==> src/rtl/uart_rx_pkg.sv <==
// Shared definitions for the UART receiver: data width, default oversampling,
// FSM state encoding and the parity-check helper.
package uart_rx_pkg;

  localparam int unsigned DATA_WIDTH          = 8;
  localparam int unsigned DEFAULT_OVERSAMPLE  = 16;
  localparam int unsigned DEFAULT_SYNC_STAGES = 2;

  typedef logic [DATA_WIDTH-1:0] data_t;

  typedef enum logic [2:0] {
    StIdle,
    StStart,
    StData,
    StParity,
    StStop,
    StBreak
  } rx_state_e;

  // High when the received parity bit disagrees with the selected parity.
  function automatic logic parity_mismatch(data_t data, logic par_bit, logic odd);
    return (^data) ^ par_bit ^ odd;
  endfunction

endpackage

==> src/rtl/uart_rx_if.sv <==
// Receive-side byte stream: valid/ready handshake with per-byte error flags and
// the overrun pulse.
interface uart_rx_if;

  logic                 valid;
  logic                 ready;
  uart_rx_pkg::data_t   data;
  logic                 parity_err;
  logic                 frame_err;
  logic                 overrun;

  modport master (
    output valid,
    output data,
    output parity_err,
    output frame_err,
    output overrun,
    input  ready
  );

  modport slave (
    input  valid,
    input  data,
    input  parity_err,
    input  frame_err,
    input  overrun,
    output ready
  );

endinterface

==> src/rtl/uart_sync.sv <==
// Multi-flop synchronizer for an asynchronous single-bit input; all stages reset
// to RESET_VAL so an idle-high line does not look like an edge after reset.
module uart_sync #(
  parameter int unsigned STAGES    = 2,
  parameter logic        RESET_VAL = 1'b1
) (
  input  logic clk,
  input  logic reset,
  input  logic d,
  output logic q
);

  logic [STAGES-1:0] sync_q;

  always_ff @(posedge clk or posedge reset) begin
    if (reset) begin
      sync_q <= {STAGES{RESET_VAL}};
    end else begin
      sync_q <= {sync_q[STAGES-2:0], d};
    end
  end

  assign q = sync_q[STAGES-1];

endmodule

==> src/rtl/uart_rx.sv <==
// UART receiver: 8N1/8E1/8O1 frames sampled on the oversample tick, delivered on
// a valid/ready stream with parity/frame error flags and an overrun pulse.
module uart_rx
  import uart_rx_pkg::*;
#(
  parameter int unsigned OVERSAMPLE  = DEFAULT_OVERSAMPLE,
  parameter int unsigned SYNC_STAGES = DEFAULT_SYNC_STAGES
) (
  input  logic               clk,
  input  logic               reset,
  input  logic               oversample_tick,
  input  logic               rx,
  input  logic               parity_en,
  input  logic               parity_odd,
  uart_rx_if.master          out_if,
  output logic               busy
);

  localparam int unsigned CntW = $clog2(OVERSAMPLE);
  localparam int unsigned BitW = $clog2(DATA_WIDTH);
  localparam logic [CntW-1:0] MidTick  = CntW'(OVERSAMPLE / 2 - 1);
  localparam logic [CntW-1:0] LastTick = CntW'(OVERSAMPLE - 1);
  localparam logic [BitW-1:0] LastBit  = BitW'(DATA_WIDTH - 1);

  logic rx_s;

  uart_sync #(
    .STAGES    (SYNC_STAGES),
    .RESET_VAL (1'b1)
  ) u_rx_sync (
    .clk   (clk),
    .reset (reset),
    .d     (rx),
    .q     (rx_s)
  );

  rx_state_e       state_q, state_d;
  logic [CntW-1:0] tick_q, tick_d;
  logic [BitW-1:0] bit_q, bit_d;
  data_t           shift_q, shift_d;
  logic            par_en_q, par_en_d;
  logic            par_odd_q, par_odd_d;
  logic            perr_q, perr_d;
  logic            valid_q, valid_d;
  data_t           data_q, data_d;
  logic            parity_err_q, parity_err_d;
  logic            frame_err_q, frame_err_d;
  logic            overrun_q, overrun_d;

  always_ff @(posedge clk or posedge reset) begin
    if (reset) begin
      state_q      <= StIdle;
      tick_q       <= '0;
      bit_q        <= '0;
      shift_q      <= '0;
      par_en_q     <= 1'b0;
      par_odd_q    <= 1'b0;
      perr_q       <= 1'b0;
      valid_q      <= 1'b0;
      data_q       <= '0;
      parity_err_q <= 1'b0;
      frame_err_q  <= 1'b0;
      overrun_q    <= 1'b0;
    end else begin
      state_q      <= state_d;
      tick_q       <= tick_d;
      bit_q        <= bit_d;
      shift_q      <= shift_d;
      par_en_q     <= par_en_d;
      par_odd_q    <= par_odd_d;
      perr_q       <= perr_d;
      valid_q      <= valid_d;
      data_q       <= data_d;
      parity_err_q <= parity_err_d;
      frame_err_q  <= frame_err_d;
      overrun_q    <= overrun_d;
    end
  end

  always_comb begin
    state_d      = state_q;
    tick_d       = tick_q;
    bit_d        = bit_q;
    shift_d      = shift_q;
    par_en_d     = par_en_q;
    par_odd_d    = par_odd_q;
    perr_d       = perr_q;
    valid_d      = valid_q;
    data_d       = data_q;
    parity_err_d = parity_err_q;
    frame_err_d  = frame_err_q;
    overrun_d    = 1'b0;

    if (valid_q && out_if.ready) begin
      valid_d = 1'b0;
    end

    unique case (state_q)
      StIdle: begin
        if (oversample_tick && !rx_s) begin
          state_d = StStart;
          tick_d  = '0;
        end
      end
      StStart: begin
        if (oversample_tick) begin
          if (tick_q == MidTick) begin
            if (rx_s) begin
              state_d = StIdle;
            end else begin
              state_d   = StData;
              tick_d    = '0;
              bit_d     = '0;
              par_en_d  = parity_en;
              par_odd_d = parity_odd;
              perr_d    = 1'b0;
            end
          end else begin
            tick_d = tick_q + CntW'(1);
          end
        end
      end
      StData: begin
        if (oversample_tick) begin
          if (tick_q == LastTick) begin
            tick_d  = '0;
            shift_d = {rx_s, shift_q[DATA_WIDTH-1:1]};
            if (bit_q == LastBit) begin
              state_d = par_en_q ? StParity : StStop;
            end else begin
              bit_d = bit_q + BitW'(1);
            end
          end else begin
            tick_d = tick_q + CntW'(1);
          end
        end
      end
      StParity: begin
        if (oversample_tick) begin
          if (tick_q == LastTick) begin
            tick_d  = '0;
            perr_d  = parity_mismatch(shift_q, rx_s, par_odd_q);
            state_d = StStop;
          end else begin
            tick_d = tick_q + CntW'(1);
          end
        end
      end
      StStop: begin
        if (oversample_tick) begin
          if (tick_q == LastTick) begin
            tick_d = '0;
            // A pending byte is only replaced when it is accepted this very cycle.
            if (!valid_q || out_if.ready) begin
              valid_d      = 1'b1;
              data_d       = shift_q;
              parity_err_d = perr_q;
              frame_err_d  = ~rx_s;
            end else begin
              overrun_d = 1'b1;
            end
            state_d = rx_s ? StIdle : StBreak;
          end else begin
            tick_d = tick_q + CntW'(1);
          end
        end
      end
      StBreak: begin
        if (rx_s) begin
          state_d = StIdle;
        end
      end
      default: state_d = StIdle;
    endcase
  end

  assign out_if.valid      = valid_q;
  assign out_if.data       = data_q;
  assign out_if.parity_err = parity_err_q;
  assign out_if.frame_err  = frame_err_q;
  assign out_if.overrun    = overrun_q;
  assign busy              = (state_q != StIdle);

endmodule

==> src/flat_wrapper.sv <==
// flat-port wrapper written by rule: the top's interface ports become plain ports
module uart_rx_flat import uart_rx_pkg::*;
#(
  parameter int unsigned OVERSAMPLE  = DEFAULT_OVERSAMPLE,
  parameter int unsigned SYNC_STAGES = DEFAULT_SYNC_STAGES
)
  (clk, reset, oversample_tick, rx, parity_en, parity_odd, busy, out_if_valid, out_if_data, out_if_parity_err, out_if_frame_err, out_if_overrun, out_if_ready);
  uart_rx_if out_if_i ();
  input  logic clk;
  input  logic reset;
  input  logic oversample_tick;
  input  logic rx;
  input  logic parity_en;
  input  logic parity_odd;
  output logic busy;
  output wire logic [$bits(out_if_i.valid)-1:0] out_if_valid;
  output wire logic [$bits(out_if_i.data)-1:0] out_if_data;
  output wire logic [$bits(out_if_i.parity_err)-1:0] out_if_parity_err;
  output wire logic [$bits(out_if_i.frame_err)-1:0] out_if_frame_err;
  output wire logic [$bits(out_if_i.overrun)-1:0] out_if_overrun;
  input wire logic [$bits(out_if_i.ready)-1:0] out_if_ready;
  assign out_if_valid = out_if_i.valid;
  assign out_if_data = out_if_i.data;
  assign out_if_parity_err = out_if_i.parity_err;
  assign out_if_frame_err = out_if_i.frame_err;
  assign out_if_overrun = out_if_i.overrun;
  assign out_if_i.ready = out_if_ready;
  uart_rx #(.OVERSAMPLE(OVERSAMPLE), .SYNC_STAGES(SYNC_STAGES)) u_core (.clk(clk), .reset(reset), .oversample_tick(oversample_tick), .rx(rx), .parity_en(parity_en), .parity_odd(parity_odd), .out_if(out_if_i), .busy(busy));
endmodule
==> config.mk <==
export PLATFORM = sky130hd
export DESIGN_NAME = uart_rx_flat
export DESIGN_NICKNAME = d
export VERILOG_FILES = /design/src/rtl/uart_rx_pkg.sv /design/src/rtl/uart_rx_if.sv /design/src/rtl/uart_sync.sv /design/src/rtl/uart_rx.sv /design/src/flat_wrapper.sv
export SDC_FILE = /design/constraint.sdc
export NUM_CORES = 1
export LEC_CHECK = 0
export ABC_AREA = 1
export CORE_ASPECT_RATIO = 0.75
export CORE_MARGIN = 2
export CORE_UTILIZATION = 37
export CTS_CLUSTER_DIAMETER = 30
export DETAILED_ROUTE_END_ITERATION = 16
export PLACE_DENSITY = 0.67
export SETUP_SLACK_MARGIN = 0.3
export SLEW_MARGIN = 25
export SYNTH_ARGS = -nofsm -noshare
export SYNTH_HDL_FRONTEND = slang
export SYNTH_HIERARCHICAL = 1
export SYNTH_SLANG_ARGS = --single-unit
==> constraint.sdc <==
create_clock -name clk -period 1.8 [get_ports clk]
set_input_delay 0.36 -clock clk [delete_from_list [all_inputs] [get_ports clk]]
set_output_delay 0.36 -clock clk [all_outputs]
set_load 0.005 [all_outputs]
==> flow_summary.ini, run 1 <==
[status]
status = complete, no violations

[grt]
overflow = 0
grt_pass1_wl_um = 6740
antenna_found_initial = 0
grtUsageTotal_pct = 15.4
grt_pass1_vias = 1504
grt_max_degree = 34

[clock_tree]
cts_buffers = 5
hold_buffers = 0
h-tree-depth = 2
clk_path_buf_depth = 2
clkSinkCount = 35
clock_latency_ns = 0.28
path_clk_slew_ns = 0.07
cts.root.buffer_cell = clkbuf_8
cts_tree = done

[timing]
fin_crit_sh_pct = 86.3
finalSetupTns_ns = 0
finalSetupViolations = 0
fin_crit_ns = 1.55
rsz0062_at_grt = yes
slew_headroom_pct = 72.1
hold_violations = 0
drv_slew = 0
max_freq_mhz = 643
fin_skew_ns = 0.00875
worst_pin_slew_ns = 0.418

[detailed_routing]
firstDrtPassIters = 4
final_antenna_net_count = 0
postRouteWirelength_um = 4330
drc = 0
first_iter_violations = 137
viasPerCell = 4.78
wl_per_cell_um = 12.5
num_vias = 1655

[synth]
synth_area_leaders = dfrtp_1 (45%), nand2_1 (17%), inv_1 (5.7%), o21ai_1 (5.7%), nand3_1 (4.6%)
yosysMostFrequentCell = nand2_1
yosysSeqAreaShare_pct = 47.9
synth_warnings = 6
synth_top_family_by_area = simple AND/OR/NAND/NOR gates
synth_seq_cells = 35
yosysTopAreaCell = dfrtp_1
synth_xor_area_share_pct = 2.39
synth_compound_area_share_pct = 9.42
synth-adder-area-share_pct = 2.05
netlist_area_mm2 = 0.00183
synth.top_cell.area_share_pct = 45.1
yosys.area_share.simple_pct = 29.3
syn-num-nets = 247
synthMuxAreaShare_pct = 1.23
synth.distinct_cells = 26
ys_top_cells_by_count = nand2_1 (83), dfrtp_1 (33), inv_1 (28)
syn_avg_cell_area_um2 = 7.73
synth_cells = 237
synth-edff-count = 0
ys.flop_type = dfrtp_1
synthArstFlopShare_pct = 100

[finish]
stdcell_count = 346
syn2layout_area_growth_pct = 37.1
diodes = 0
final_util_pct = 51.9
layout-drive-gt1-share_pct = 28.0
final_net_count = 295

[die]
row_count = 22
placeableCoreArea_mm2 = 0.00484
start_util_pct = 37.8
ioPinCount = 20
design.die.area_mm2 = 0.00554
fp.dieH_um = 65.0
die_x_um = 85.3

[placement]
gp_congestion = 0.883
port-buffer-count = 19
dpl.hpwl_um = 2670
placed_cells = 317

[pwr]
peakVddDrop_uv = 545
p_per_area_mw_per_mm2 = 1070
p_total_mw = 2.69
p_leak_nw = 1.34

[worst_setup_path]
criticalPathCategory = flip-flop to flip-flop
startpoint = u_core/state_q[1]$_DFFE_PP0P_
crit_path_top_delay_cell = dfrtp_1
crit_chain = inv_2 -> nand2_2 -> nor2_4 -> inv_2 -> buf_4 -> buf_4 -> buf_4 -> buf_4 -> buf_6 -> nand3_2 -> nand3_2 -> nand2_1
cpMostUsedCell = buf_4
critical_path.max_fanout = 2
slowest_delay_ns = 0.41
start_kind = flip-flop
r2r_start = u_core/state_q[1]$_DFFE_PP0P_
end_kind = flip-flop
critPathArrivalTime_ns = 1.77
critPathRequiredTime_ns = 2.02

[hold_path]
hp-start = u_core/u_rx_sync/sync_q[0]$_DFF_PP1_
hold_class = flip-flop to flip-flop

[flow_run]
cap_violations = 0
## critical path: cells and delay by family, from the launching register on
family / cells / cell delay [ns]
buf+inv: 7 / 0.71
flops: 1 / 0.41
simple gates: 5 / 0.37
## sequential cells by signal (all words and copies together) (netlist names)
signal and count:
u_core/par_en_q 1, u_core/state_q 3, u_core/out_if.parity_err 1, u_core/out_if.data 8, u_core/out_if.overrun 1, u_core/perr_q 1, u_core/tick_q 4, u_core/u_rx_sync/sync_q 2
u_core/out_if.frame_err 1, u_core/par_odd_q 1, u_core/out_if.valid 1, u_core/shift_q 8, u_core/bit_q 3
## per-stage QoR
stage / setup slack, ns / hold WS, ns / cell area, um2
global placement: 0.146 / 0.346 / 2110
CTS: 0.289 / 0.357 / 2360
detailed placement: 0.0889 / 0.347 / 2110
finish: 0.246 / 0.357 / 2510
floorplan: 0.373 / 0.272 / 1830
global route: 0.195 / 0.361 / 2510
## placed cells by master, fill, tap and decap left out, types with 2 or more instances in the layout
master           Yosys  layout
inv_4                0       2
o21ai_2              0       2
nor2_4               0       6
inv_1               28      24
nand2_1             83      72
nor2_1              11       8
buf_6                1       3
inv_2                4       6
ha_1                 3       2
nand3_1             17      13
mux2_2               2       2
dfstp_2              2       2
nand2_2              4      10
buf_4                0      21
o21ai_1             21      19
clkbuf_8             0       6
nand3_2              0       3
clkdlybuf4s50_1      0       6
xor2_1               3       3
a21oi_1              2       2
dlymetal6s2s_1       0       5
nand2_4              0       5
xnor2_1              2       2
nor2_2               6       3
dfrtp_1             33      32
o21ai_0              6       6
dlygate4sd2_1        0       7
## cell families after synthesis
logic type / after synthesis
AOI/OAI and AO/OA: 32
xor gates and xnor gates: 5
adders and majority gates: 3
buffers and inverters: 35
DFF: 35
muxes: 2
and+or+nand+nor: 125
## path summary, 6_finish.rpt
| kind | cells after the start | slack (ns) | to |
|---|---|---|---|
| max | 12 | 0.25 | u_core/state_q[0]$_DFFE_PP0P_ |
| min | 0 | 0.36 | u_core/u_rx_sync/sync_q[1]$_DFF_PP1_ |
| max reg2reg | 12 | 0.25 | u_core/state_q[0]$_DFFE_PP0P_ |
| min reg2reg | 0 | 0.36 | u_core/u_rx_sync/sync_q[1]$_DFF_PP1_ |
| max in group asynchronous | 3 | 0.98 | u_core/state_q[2]$_DFFE_PP0P_ |
| min in group asynchronous | 2 | 0.43 | u_core/u_rx_sync/sync_q[0]$_DFF_PP1_ |
## what timing repair did
| item | 4_1_cts | 5_1_grt |
|---|---|---|
| gates resized for setup | 31 | 30 |
| setup endpoints to repair | 39 | 37 |
| hold endpoints to repair | 0 | 0 |
| pin swaps | 8 | 10 |
| buffers inserted | 15 | 5 |
| gates cloned | 0 | 1 |
## power by group
part / internal (mW) / total [mW] / switching [mW]
Clock: 0.309 / 0.578 / 0.269
Sequential: 0.854 / 0.920 / 0.0654
Combinational: 0.533 / 1.19 / 0.661
## cell type report
class                   count  area, um2
fillers                   444       2330
multi-input cells         167        941
flip-flops and latches     35        880
repair buffers             44        400
inverters                  32        125
clock buffers               7       86.3
well taps                  60       75.1
clock inverters             1       5.00
## layer usage
layer	wire length (um)	track usage (%)	vias up
met2	2040	23.0	41
met1	2050	22.1	773
li1	-	-	839
met3	226	3.95	2
met4	16	4.37	0
met5	0	0	-
Power figures use the tool's default switching activity.
==> run 2, diff against run 1 <==
--- a/config.mk
+++ b/config.mk
@@ -6,7 +6,8 @@
 export NUM_CORES = 1
 export LEC_CHECK = 0
 export ABC_AREA = 1
-export CORE_ASPECT_RATIO = 0.75
+export CAP_MARGIN = 20
+export CORE_ASPECT_RATIO = 1.2
 export CORE_MARGIN = 2
 export CORE_UTILIZATION = 37
 export CTS_CLUSTER_DIAMETER = 30
==> run 2 against run 1 <==
Net effect: count of clock-buffer cells in the layout unchanged; sequential cell count is the same; clock power decreased by 4.7%; critical path depth fell by 4; first-iteration DRC count decreased by 19%; sequential power hardly changed; non-clock buffer count decreased by 4; via count is 2.2% higher; clock skew down 0.0028 ns; maximum frequency is 4.4% higher; register-to-register slack better by 0.07 ns; setup slack better by 0.065 ns; critical path type unchanged; critical endpoint is now u_core/state_q[1]$_DFFE_PP0P_; largest power group unchanged.
==> flow_summary.ini, run 2 (synthesis gave the netlist of run 1 again) <==
[detailed_routing]
wl_per_cell_um = 12.9
postRouteWirelength_um = 4400
final_antenna_net_count = 0
firstDrtPassIters = 4
drc = 0
num_vias = 1692
viasPerCell = 4.95
first_iter_violations = 111

[pwr]
p_per_area_mw_per_mm2 = 996
peakVddDrop_uv = 476
p_leak_nw = 1.31

[status]
status = complete, no violations

[worst_setup_path]
critical_path.max_fanout = 4
end_kind = flip-flop
crit_end = u_core/state_q[1]$_DFFE_PP0P_
startpoint = u_core/tick_q[0]$_DFFE_PP0P_
start_kind = flip-flop
critPathArrivalTime_ns = 1.66
crit-reg2reg-capture = u_core/state_q[1]$_DFFE_PP0P_
r2r_slack_ns = 0.31
r2r_start = u_core/tick_q[0]$_DFFE_PP0P_
criticalPathCategory = flip-flop to flip-flop
rr_worst_depth = 8
critPathRequiredTime_ns = 1.98

[placement]
pre_cts_ws_ns = 0.113
gp_congestion = 0.822
port-buffer-count = 19
dpl.hpwl_um = 2680

[die]
fp.dieH_um = 81.1
placeableCoreArea_mm2 = 0.00487
row_count = 28
design.die.area_mm2 = 0.00554
ioPinCount = 20
die_x_um = 68.3
start_util_pct = 37.6

[clock_tree]
cts_tree = done
clk_path_buf_depth = 2
clock_latency_ns = 0.29
hold_buffers = 0
cts_buffers = 5
path_clk_slew_ns = 0.07
h-tree-depth = 2
clkSinkCount = 35
cts.root.buffer_cell = clkbuf_8

[finish]
final_cell_mix = nand2_1 (64), dfrtp_1 (32), inv_1 (25)
regArea_um2 = 880
multi_input_area_um2 = 966
nFillCells = 480
layout-drive-gt1-share_pct = 29.4
syn2layout_area_growth_pct = 35.8
final_util_pct = 51.1
final_common_cell = nand2_1
diodes = 0
final_net_count = 291

[timing]
fin_skew_ns = 0.00599
worst_pin_slew_ns = 0.434
hold_slack_ns = 0.360
slew_headroom_pct = 71.1
hold_violations = 0
drv_slew = 0
finalWorstSetupSlack_ns = 0.311
finalSetupTns_ns = 0
rsz0062_at_grt = yes
fin_crit_ns = 1.49
max_freq_mhz = 672
finalSetupViolations = 0
fin_crit_sh_pct = 82.7

[grt]
grt_pass1_vias = 1592
antenna_found_initial = 0
grt_max_degree = 34
grt_pass1_wl_um = 6850
grtUsageTotal_pct = 16.4
overflow = 0

[hold_path]
hold_class = flip-flop to flip-flop

[flow_run]
cap_violations = 0
## run 2: how the worst min path moves through the flow
stage / startpoint / endpoint / slack [ns] / cells after the start
2_1_floorplan: reset / u_core/u_rx_sync/sync_q[0]$_DFF_PP1_ / 0.27 / 1
3_3_place_gp: u_core/u_rx_sync/sync_q[0]$_DFF_PP1_ / u_core/u_rx_sync/sync_q[1]$_DFF_PP1_ / 0.35 / 0
3_5_place_dp: u_core/u_rx_sync/sync_q[0]$_DFF_PP1_ / u_core/u_rx_sync/sync_q[1]$_DFF_PP1_ / 0.35 / 0
4_1_cts: u_core/u_rx_sync/sync_q[0]$_DFF_PP1_ / u_core/u_rx_sync/sync_q[1]$_DFF_PP1_ / 0.36 / 0
5_1_grt: u_core/u_rx_sync/sync_q[0]$_DFF_PP1_ / u_core/u_rx_sync/sync_q[1]$_DFF_PP1_ / 0.36 / 0
6_report: u_core/u_rx_sync/sync_q[0]$_DFF_PP1_ / u_core/u_rx_sync/sync_q[1]$_DFF_PP1_ / 0.36 / 0
## run 2: worst max-delay path: stages (launching register included)
cell and delay [ns]:
dfrtp_1 0.37, ha_2 0.23, nand2_4 0.08, nor2_4 0.16, inv_1 0.11, o21ai_2 0.21
nand2_2 0.09, nand2_1 0.07, nand2_1 0.05
## run 2: what timing repair did
item	CTS	global route
hold endpoints to repair	0	0
pin swaps	6	14
gates cloned	0	2
endpoints found under the setup margin	37	36
buffers inserted	13	2
gates resized for setup	24	48
## run 2: per-stage QoR
stage	instances	total power, mW	area, um2
global placement	317	1.62	2110
global route	342	2.64	2490
CTS	338	2.33	2300
floorplan	237	1.43	1830
detailed placement	317	1.63	2110
finish	342	2.48	2490
## run 2: report_power, final
group          internal, mW  switching [mW]  leakage (nW)  total (mW)
registers             0.854          0.0641         0.476       0.918
logic                 0.410           0.600         0.790        1.01
clock network         0.271           0.279        0.0422       0.551
## run 2: per-layer routing
metal / wire [um] / track usage [%] / vias to the layer above
li1: - / - / 837
met1: 1700 / 17.8 / 798
met2: 2380 / 29.6 / 49
met3: 228 / 4.16 / 8
met4: 91 / 7.00 / 0
met5: 0 / 0 / -
## run 2: final cells by class
type	count	area share (%)
clock buffers	7	3.07
well taps	60	3.02
repair buffers	40	14.5
clock inverters	1	0.201
inverters	32	5.03
flip-flops and latches	35	35.3
multi-input cells	167	38.8
==> run 3, diff against run 2 <==
==> constraint.sdc (replaced) <==
create_clock -name clk -period 1.5 [get_ports clk]
set_input_delay 0.3 -clock clk [delete_from_list [all_inputs] [get_ports clk]]
set_output_delay 0.3 -clock clk [all_outputs]
set_load 0.005 [all_outputs]
==> run 3 against run 2 <==
Net effect: the flow now finishes with violations (negative setup slack); critical path type unchanged; core utilization increased by 4.4 points; register-to-register slack got worse by 0.37 ns; sequential share of layout area decreased by 2.8 points; final area increased by 8.6%; total power increased by 35%; clock power increased by 18%; combinational power increased by 55%.
==> flow_summary.ini, run 3 (synthesis gave the netlist of run 1 again) <==
[timing]
finalWorstSetupSlack_ns = -0.0610
slew_headroom_pct = 81.5
finalSetupTns_ns = -0.0966
fin_crit_sh_pct = 104
finalSetupViolations = 3
worst_pin_slew_ns = 0.277
fin_skew_ns = 0.00515
drv_slew = 0
hold_violations = 0
fin_crit_ns = 1.56
hold_slack_ns = 0.357
max_freq_mhz = 641
rsz0062_at_grt = yes

[die]
ioPinCount = 20
placeableCoreArea_mm2 = 0.00487
design.die.area_mm2 = 0.00554
die_x_um = 68.3
row_count = 28
start_util_pct = 37.6
fp.dieH_um = 81.1

[finish]
diodes = 0
layout-drive-gt1-share_pct = 44.0
final_net_count = 302
final_cell_mix = nand2_1 (50), dfrtp_1 (31), buf_4 (26)
final_common_cell = nand2_1
syn2layout_area_growth_pct = 47.5

[placement]
gp_congestion = 0.880
dpl.hpwl_um = 2750
port-buffer-count = 19

[worst_setup_path]
start_kind = flip-flop
r2r_slack_ns = -0.06
critPathArrivalTime_ns = 1.73
r2r_start = u_core/tick_q[1]$_DFFE_PP0P_
slowest_delay_ns = 0.41
rr_worst_depth = 10
cp.buffers_inverters = 1
criticalPathCategory = flip-flop to flip-flop
startpoint = u_core/tick_q[1]$_DFFE_PP0P_
end_kind = flip-flop
critical_path.max_fanout = 4
crit_path_top_delay_cell = dfrtp_1
crit-reg2reg-capture = u_core/state_q[1]$_DFFE_PP0P_
critPathRequiredTime_ns = 1.67
crit_family = simple AND/OR/NAND/NOR gates
crit_chain = ha_4 -> nand2_4 -> nor2_4 -> inv_2 -> nand2_2 -> nand3_2 -> nor2_4 -> nand2_2 -> nand2_1 -> nand2_1

[clock_tree]
clkSinkCount = 35
h-tree-depth = 2
cts_tree = done
cts.root.buffer_cell = clkbuf_8
clk_path_buf_depth = 2
path_clk_slew_ns = 0.07
cts_buffers = 5
hold_buffers = 0
clock_latency_ns = 0.28

[pwr]
peakVddDrop_uv = 724
p_leak_nw = 1.28
p_per_area_mw_per_mm2 = 1230

[status]
status = finished with violations
violations = negative setup slack

[grt]
antenna_found_initial = 0
grt_max_degree = 21
grt_pass1_vias = 1597
grtUsageTotal_pct = 16.9
grt_pass1_wl_um = 6960
overflow = 0

[detailed_routing]
firstDrtPassIters = 4
first_iter_violations = 93
final_antenna_net_count = 0
viasPerCell = 4.95
num_vias = 1746
drc = 0
postRouteWirelength_um = 4510
wl_per_cell_um = 12.8

[flow_run]
cap_violations = 0

[hold_path]
hold_class = input port to async pin
-- run 3: cell count changes in the layout (fill, tap and decap cells not counted), sizes merged --
| cell | before | now |
|---|---|---|
| clkdlybuf4s15 | 0 | 5 |
| buf | 22 | 32 |
| dlygate4sd2 | 7 | 0 |
| clkbuf | 7 | 14 |
| nand2 | 87 | 88 |
| dlymetal6s2s | 5 | 0 |
-- run 3: per-layer routing --
metal	GRT usage [%]	part of all wire [%]
met5	0	0
met4	7.20	2.6
met3	4.16	4.3
met2	29.4	52
met1	19.5	41
-- run 3: area by class of cell --
type                    count  area (um2)
inverters                  32         128
repair buffers             50         417
clock inverters             1        5.00
multi-input cells         168        1120
flip-flops and latches     35         881
clock buffers               7        76.3
well taps                  60        75.1
fillers                   452        2170
-- run 3: repair_timing --
item / CTS / global route
setup endpoints to repair: 46 / 42
pin swaps: 16 / 15
gates cloned: 0 / 1
gates resized for setup: 59 / 55
buffers inserted: 12 / 8
-- run 3: how the worst max path moves through the flow --
| stage | end | cells after the start |
|---|---|---|
| detailed placement | u_core/tick_q[0]$_DFFE_PP0P_ | 6 |
| global placement | u_core/state_q[1]$_DFFE_PP0P_ | 8 |
| global route | u_core/state_q[1]$_DFFE_PP0P_ | 10 |
| CTS | u_core/state_q[1]$_DFFE_PP0P_ | 10 |
| floorplan | u_core/state_q[1]$_DFFE_PP0P_ | 10 |
| finish | u_core/state_q[1]$_DFFE_PP0P_ | 10 |
-- run 3: report_power, final --
part	leakage (nW)	internal, mW	total, mW	switching [mW]
logic	0.764	0.718	1.57	0.852
registers	0.474	1.03	1.12	0.0949
clock network	0.0422	0.325	0.648	0.322
total	1.28	2.07	3.34	1.27
-- run 3: stage by stage --
step	instance area (um2)	std cells	utilization, %	worst slack, ns	power [mW]
after global routing	2700	353	55.5	-0.108	3.54
final	2700	353	55.5	-0.0610	3.34
after CTS	2490	344	51.2	0.0691	3.11
after global placement	2220	324	45.6	-0.0840	2.11
after floorplan	1900	237	-	0.128	1.79
after detailed placement	2220	324	45.6	-0.118	2.11
